==> src/rtl/kalman_channel_scheduler.sv <==
// Time-shares one single-update Kalman core across NUM_CH channels: per-channel x/P/Q/R
// banks, a one-deep measurement buffer per channel, and round-robin issue to the core.
module kalman_channel_scheduler #(
  parameter int unsigned         NUM_CH      = 4,
  parameter int unsigned         STATE_BITS  = 16,
  parameter int unsigned         VAR_BITS    = 64,
  parameter logic [VAR_BITS-1:0] P_INIT      = 64'd1 << 30,
  parameter int unsigned         TIMEOUT_CYC = 255,
  parameter int unsigned         CH_W        = $clog2(NUM_CH)
) (
  input  logic                         clk,
  input  logic                         reset,
  input  logic [NUM_CH-1:0]            z_valid,
  input  logic [NUM_CH*STATE_BITS-1:0] z_in,
  output logic [NUM_CH-1:0]            z_ready,
  input  logic [NUM_CH-1:0]            ch_clear,
  input  logic                         cfg_we,
  input  logic [CH_W-1:0]              cfg_ch,
  input  logic [VAR_BITS-1:0]          cfg_q,
  input  logic [VAR_BITS-1:0]          cfg_r,
  output logic                         core_start,
  output logic [STATE_BITS-1:0]        core_x,
  output logic [VAR_BITS-1:0]          core_p,
  output logic [STATE_BITS-1:0]        core_z,
  output logic [VAR_BITS-1:0]          core_q,
  output logic [VAR_BITS-1:0]          core_r,
  input  logic                         core_done,
  input  logic [STATE_BITS-1:0]        core_x_new,
  input  logic [VAR_BITS-1:0]          core_p_new,
  output logic                         out_valid,
  output logic [CH_W-1:0]              out_ch,
  output logic [STATE_BITS-1:0]        out_x,
  output logic                         busy,
  output logic                         timeout_err
);

  localparam int unsigned CNT_W = $clog2(TIMEOUT_CYC + 1);

  typedef enum logic [1:0] {S_IDLE, S_ISSUE, S_WAIT, S_WB} state_t;

  state_t                state_q, state_d;
  logic [STATE_BITS-1:0] x_bank_q [NUM_CH];
  logic [STATE_BITS-1:0] x_bank_d [NUM_CH];
  logic [VAR_BITS-1:0]   p_bank_q [NUM_CH];
  logic [VAR_BITS-1:0]   p_bank_d [NUM_CH];
  logic [VAR_BITS-1:0]   q_bank_q [NUM_CH];
  logic [VAR_BITS-1:0]   q_bank_d [NUM_CH];
  logic [VAR_BITS-1:0]   r_bank_q [NUM_CH];
  logic [VAR_BITS-1:0]   r_bank_d [NUM_CH];
  logic [STATE_BITS-1:0] zbuf_q   [NUM_CH];
  logic [STATE_BITS-1:0] zbuf_d   [NUM_CH];
  logic [NUM_CH-1:0]     pend_q, pend_d;
  logic [CH_W-1:0]       rr_ptr_q, rr_ptr_d;
  logic [CH_W-1:0]       grant_q, grant_d;
  logic [CNT_W-1:0]      cnt_q, cnt_d;
  logic                  discard_q, discard_d;
  logic                  core_start_q, core_start_d;
  logic [STATE_BITS-1:0] core_x_q, core_x_d;
  logic [VAR_BITS-1:0]   core_p_q, core_p_d;
  logic [STATE_BITS-1:0] core_z_q, core_z_d;
  logic [VAR_BITS-1:0]   core_q_q, core_q_d;
  logic [VAR_BITS-1:0]   core_r_q, core_r_d;
  logic                  out_valid_q, out_valid_d;
  logic [CH_W-1:0]       out_ch_q, out_ch_d;
  logic [STATE_BITS-1:0] out_x_q, out_x_d;
  logic                  busy_q, busy_d;
  logic                  timeout_err_q, timeout_err_d;
  logic                  grant_found;
  logic [CH_W-1:0]       grant_sel;

  function automatic logic [CH_W-1:0] ch_inc(input logic [CH_W-1:0] a, input int unsigned b);
    int unsigned s;
    s = 32'(a) + b;
    if (s >= NUM_CH) s = s - NUM_CH;
    return CH_W'(s);
  endfunction

  assign z_ready = ~pend_q & ~ch_clear;

  // First pending channel at or after rr_ptr, searching circularly
  always_comb begin
    grant_found = 1'b0;
    grant_sel   = rr_ptr_q;
    for (int unsigned k = 0; k < NUM_CH; k++) begin
      if (!grant_found && pend_q[ch_inc(rr_ptr_q, k)]) begin
        grant_found = 1'b1;
        grant_sel   = ch_inc(rr_ptr_q, k);
      end
    end
  end

  always_comb begin
    state_d       = state_q;
    x_bank_d      = x_bank_q;
    p_bank_d      = p_bank_q;
    q_bank_d      = q_bank_q;
    r_bank_d      = r_bank_q;
    zbuf_d        = zbuf_q;
    pend_d        = pend_q;
    rr_ptr_d      = rr_ptr_q;
    grant_d       = grant_q;
    cnt_d         = cnt_q;
    discard_d     = discard_q;
    core_x_d      = core_x_q;
    core_p_d      = core_p_q;
    core_z_d      = core_z_q;
    core_q_d      = core_q_q;
    core_r_d      = core_r_q;
    out_valid_d   = 1'b0;
    out_ch_d      = out_ch_q;
    out_x_d       = out_x_q;
    timeout_err_d = 1'b0;

    if (cfg_we && (32'(cfg_ch) < NUM_CH)) begin
      q_bank_d[cfg_ch] = cfg_q;
      r_bank_d[cfg_ch] = cfg_r;
    end

    for (int unsigned i = 0; i < NUM_CH; i++) begin
      if (z_valid[i] && z_ready[i]) begin
        zbuf_d[i] = z_in[i*STATE_BITS +: STATE_BITS];
        pend_d[i] = 1'b1;
      end
    end

    case (state_q)
      S_IDLE: begin
        if (grant_found) begin
          grant_d           = grant_sel;
          core_x_d          = x_bank_q[grant_sel];
          core_p_d          = p_bank_q[grant_sel];
          core_z_d          = zbuf_q[grant_sel];
          core_q_d          = q_bank_q[grant_sel];
          core_r_d          = r_bank_q[grant_sel];
          pend_d[grant_sel] = 1'b0;
          discard_d         = ch_clear[grant_sel];
          state_d           = S_ISSUE;
        end
      end
      S_ISSUE: begin
        cnt_d     = '0;
        discard_d = discard_q | ch_clear[grant_q];
        state_d   = S_WAIT;
      end
      S_WAIT: begin
        // A clear of the granted channel anywhere in flight turns its result into a no-op
        discard_d = discard_q | ch_clear[grant_q];
        if (core_done) begin
          if (!discard_d) begin
            x_bank_d[grant_q] = core_x_new;
            p_bank_d[grant_q] = core_p_new;
            out_valid_d       = 1'b1;
            out_ch_d          = grant_q;
            out_x_d           = core_x_new;
          end
          state_d = S_WB;
        end else if (cnt_q == CNT_W'(TIMEOUT_CYC - 1)) begin
          timeout_err_d = 1'b1;
          rr_ptr_d      = ch_inc(grant_q, 1);
          state_d       = S_IDLE;
        end else begin
          cnt_d = cnt_q + 1'b1;
        end
      end
      S_WB: begin
        rr_ptr_d = ch_inc(grant_q, 1);
        state_d  = S_IDLE;
      end
      default: state_d = S_IDLE;
    endcase

    // Clears override both core write-back and sample capture
    for (int unsigned i = 0; i < NUM_CH; i++) begin
      if (ch_clear[i]) begin
        x_bank_d[i] = '0;
        p_bank_d[i] = P_INIT;
        pend_d[i]   = 1'b0;
      end
    end

    core_start_d = (state_d == S_ISSUE);
    busy_d       = (state_d != S_IDLE);
  end

  always_ff @(posedge clk or posedge reset) begin
    if (reset) begin
      state_q       <= S_IDLE;
      for (int i = 0; i < int'(NUM_CH); i++) begin
        x_bank_q[i] <= '0;
        p_bank_q[i] <= P_INIT;
        q_bank_q[i] <= '0;
        r_bank_q[i] <= '0;
        zbuf_q[i]   <= '0;
      end
      pend_q        <= '0;
      rr_ptr_q      <= '0;
      grant_q       <= '0;
      cnt_q         <= '0;
      discard_q     <= 1'b0;
      core_start_q  <= 1'b0;
      core_x_q      <= '0;
      core_p_q      <= '0;
      core_z_q      <= '0;
      core_q_q      <= '0;
      core_r_q      <= '0;
      out_valid_q   <= 1'b0;
      out_ch_q      <= '0;
      out_x_q       <= '0;
      busy_q        <= 1'b0;
      timeout_err_q <= 1'b0;
    end else begin
      state_q       <= state_d;
      x_bank_q      <= x_bank_d;
      p_bank_q      <= p_bank_d;
      q_bank_q      <= q_bank_d;
      r_bank_q      <= r_bank_d;
      zbuf_q        <= zbuf_d;
      pend_q        <= pend_d;
      rr_ptr_q      <= rr_ptr_d;
      grant_q       <= grant_d;
      cnt_q         <= cnt_d;
      discard_q     <= discard_d;
      core_start_q  <= core_start_d;
      core_x_q      <= core_x_d;
      core_p_q      <= core_p_d;
      core_z_q      <= core_z_d;
      core_q_q      <= core_q_d;
      core_r_q      <= core_r_d;
      out_valid_q   <= out_valid_d;
      out_ch_q      <= out_ch_d;
      out_x_q       <= out_x_d;
      busy_q        <= busy_d;
      timeout_err_q <= timeout_err_d;
    end
  end

  assign core_start  = core_start_q;
  assign core_x      = core_x_q;
  assign core_p      = core_p_q;
  assign core_z      = core_z_q;
  assign core_q      = core_q_q;
  assign core_r      = core_r_q;
  assign out_valid   = out_valid_q;
  assign out_ch      = out_ch_q;
  assign out_x       = out_x_q;
  assign busy        = busy_q;
  assign timeout_err = timeout_err_q;

endmodule

==> config.mk <==
export PLATFORM = sky130hd
export DESIGN_NAME = kalman_channel_scheduler
export DESIGN_NICKNAME = d
export VERILOG_FILES = /design/src/rtl/kalman_channel_scheduler.sv
export SDC_FILE = /design/constraint.sdc
export NUM_CORES = 2
export LEC_CHECK = 0
export ABC_AREA = 1
export BUFFER_PORTS_ARGS = -buffer_cell sky130_fd_sc_hd__buf_2
export CAP_MARGIN = 5
export CORE_MARGIN = 5
export CORE_UTILIZATION = 60
export DETAILED_ROUTE_END_ITERATION = 6
export PLACE_DENSITY = 0.81
export SYNTH_ARGS = -nofsm -noshare
export SYNTH_HDL_FRONTEND = slang
export SYNTH_SLANG_ARGS = --single-unit
==> constraint.sdc <==
create_clock -name clk -period 73 [get_ports clk]
set_input_delay 14.6 -clock clk [delete_from_list [all_inputs] [get_ports clk]]
set_output_delay 14.6 -clock clk [all_outputs]
set_load 0.03 [all_outputs]
==> results.toml <==
[pwr]
p_clk_frac = 0.240
p_int_mw = 1.45
combPwrFrac = 0.447
p_per_area_nw_per_um2 = 45.5
power_switching_mw = 1.20
peakVddDrop_mv = 0.0709
switching_share = 0.453
p_leak_nw = 31.3
power_frac_seq = 0.314

[placed_design]
dp_slack_ns = 43.14
hpwl_mm = 81.8
port_buffers = 535
gp_congestion = 0.859

[global_route]
use_met1 = 0.404
use_met2 = 0.511
grt-ovfl-total = 0
grt_pass1_wl_mm = 227
busiest_layer = "met2"
grt_pass1_vias = 42849
gr-usage-all-layers = 0.308
grt_start_max_net_pins = 212
grt_antenna_before_repair = 10
met3_usage = 0.0607

[floorplan]
initial_core_util = 0.602
rows = 107
io_pins = 536
die_height_um = 302
fp.coreArea_sq_um = 84900
dieArea_sq_um = 91100
dieWidth_um = 302

[logic_synthesis]
synth_cells = 6310
ys_seq_area_frac = 0.569
ys_warn_count = 0
avgSynthCellArea_sq_um = 8.10
synth_cell_types = 34
synth_fp_nets = 6607
syn_area_sq_um = 51100
ys_ff_latch = 1161

[drt]
first_pass_iters = 6
routed_wl_mm = 142
vias_per_cell = 5.53
drc_errors = 0
detail-route-antenna-nets = 0
drt-initial-drc-count = 4404
wl_per_cell_um = 18.1
vias = 43522

[status]
outcome = "finished, final reports clean"

[clock_tree]
cts_buffers = 116
cts-htree-levels = 3
cts_hold_buffers = 0
cts-root-buf = "clkbuf_16"
clock_latency_ns = 0.69
cts.sinks = 1161
tritoncts = "done"
path_clk_slew_ns = 0.06
clk_path_buf_depth = 3
post-cts-setup-buffers = 0
cts_resized = 0

[timing]
finClkSkew_ns = 0.0358
period_needed_ns = 29.89
fin_crit_sh = 0.410
finalSetupViolCount = 0
rsz0062_at_grt = "false"
tightestPinTransition_ns = 1.27
slew_viol_final = 0
slew_headroom = 0.151
hold_viol_final = 0
setup_tns_ns = 0
fmax_ghz = 0.0335
worst_slack_ns = 43.11

[setup_path]
cp.arrival_ns = 15.29
worstPathRequired_ns = 58.40
endpoint_kind = "output pin"
path_max_fanout = 3
reg2reg_slack_ns = 68.38
worstSetupPathType = "input pin to output pin"
cp-start-kind = "input pin"

[final_layout]
nets = 6929
area_delta_synth_final_pct = 13.7
nFillCells = 6745
final_layout_size_suffix_gt1_frac = 0.124
fin_util = 0.685

[hold_path]
hp-class = "flop to flop"

[flow_run]
cap_violations = 0
## worst paths after layout
kind,start,endpoint,depth (start not counted)
setup / recovery,ch_clear[3],z_ready[3],3
hold / removal,core_p[14],core_p[14],2
setup reg to reg,rr_ptr_q[0],core_r[39],15
hold reg to reg,core_p[14],core_p[14],2
max in group asynchronous,reset,p_bank_q[149],6
min in group asynchronous,reset,core_r[16],2
## cells in the mapped netlist (all sizes together)
master  count  area [sq um]
nand2    2525          9490
dfrtp    1157         29000
inv       753          2830
o21ai     726          3630
nand3     419          2100
clkbuf    191           717
buf       187          1050
o22ai     181          1130
nor2       64           290
a21oi      44           220
mux2       28           315
ha         11           138
a31oi       6          37.5
dfstp       4           105
nand4       4          31.3
nor3        2          10.0
o31ai       2          15.0
a31o        1          8.76
clkinv      1          3.75
nor3b       1          7.51
o21a        1          7.51
o21bai      1          7.51
xnor2       1          8.76
## state kept, by name (all words and copies together) (netlist names), 2 cells and up
signal,cells
cnt_q,8
out_x,16
r_bank_q,256
core_x,16
q_bank_q,256
core_q,64
rr_ptr_q,2
pend_q,4
core_z,16
out_ch,2
grant_q,2
zbuf_q,64
core_r,64
p_bank_q,256
x_bank_q,64
core_p,64
state_q,2
## power by group through the flow
| stage | registers [mW] | clock network, mW | logic, mW |
|---|---|---|---|
| floorplan | 0.912 | 0 | 0.774 |
| global placement | 0.833 | 0 | 1.14 |
| detailed placement | 0.835 | 0 | 1.16 |
| CTS | 0.827 | 0.641 | 1.18 |
| global route | 0.840 | 0.670 | 1.31 |
| finish | 0.829 | 0.634 | 1.18 |
## per-layer routing
layer	wire length, um	part of all wire
met1	55800	0.39
met2	68300	0.48
met3	12700	0.089
met4	5530	0.039
met5	7	0.000049
## through the flow
step	cells	total power, mW	instance area (sq um)	hold WS, ns
6_report	7876	2.64	58100	0.472
5_1_grt	7872	2.82	58100	0.489
3_5_place_dp	7658	2.00	54000	0.460
3_3_place_gp	7658	1.98	54000	0.457
2_1_floorplan	6310	1.69	51100	0.443
4_1_cts	7869	2.64	58100	0.477
## critical path, cell delays in order
cell	delay (ns)
buf_2	0.14
nor2_1	0.28
buf_2	0.27
## cells in the final DEF (no fill, tap or decap), types with 4 or more instances in the layout
cell,netlist,routed
dfrtp_1,1157,1157
nor2_1,59,59
clkinvlp_4,0,4
inv_1,748,746
o21ai_1,24,24
clkinv_2,0,13
dfstp_2,4,4
a31oi_1,6,6
bufinv_16,0,14
a21oi_1,44,44
buf_2,120,535
nand2_4,0,5
clkbuf_8,0,33
buf_12,0,5
diode_2,0,7
mux2_2,28,28
nand3_1,419,413
nand2_1,2519,2515
buf_4,23,42
ha_1,11,11
o22ai_1,181,181
clkbuf_1,191,23
clkbuf_16,0,118
nand2_2,6,4
o21ai_0,702,702
## logic make-up (layout without fill, tap and decap cells)
| family | count (synthesis) | count (layout) | share of synthesized area |
|---|---|---|---|
| buffers and inverters | 1132 | 1547 | 0.0900 |
| AO/OA/AOI/OAI | 962 | 962 | 0.0990 |
| adder cells (fa/ha/maj) | 11 | 11 | 0.00269 |
| AND/OR/NAND/NOR | 3015 | 3015 | 0.233 |
| multiplexers | 28 | 28 | 0.00617 |
| other | 0 | 7 | 0 |
| XOR/XNOR | 1 | 1 | 0.000171 |
| flip-flops | 1161 | 1161 | 0.569 |
## final cells by class
cell class              count  area (sq um)  share of cell area
clock buffers             174          3490              0.0601
flip-flops and latches   1161         29100               0.500
repair buffers            582          3090              0.0532
well taps                1144          1430              0.0246
multi-input cells        4017         17600               0.302
inverters                 754          2850              0.0490
diodes                      7          17.5            0.000301
clock inverters            37           622              0.0107
(Power assumes the default switching activity.)
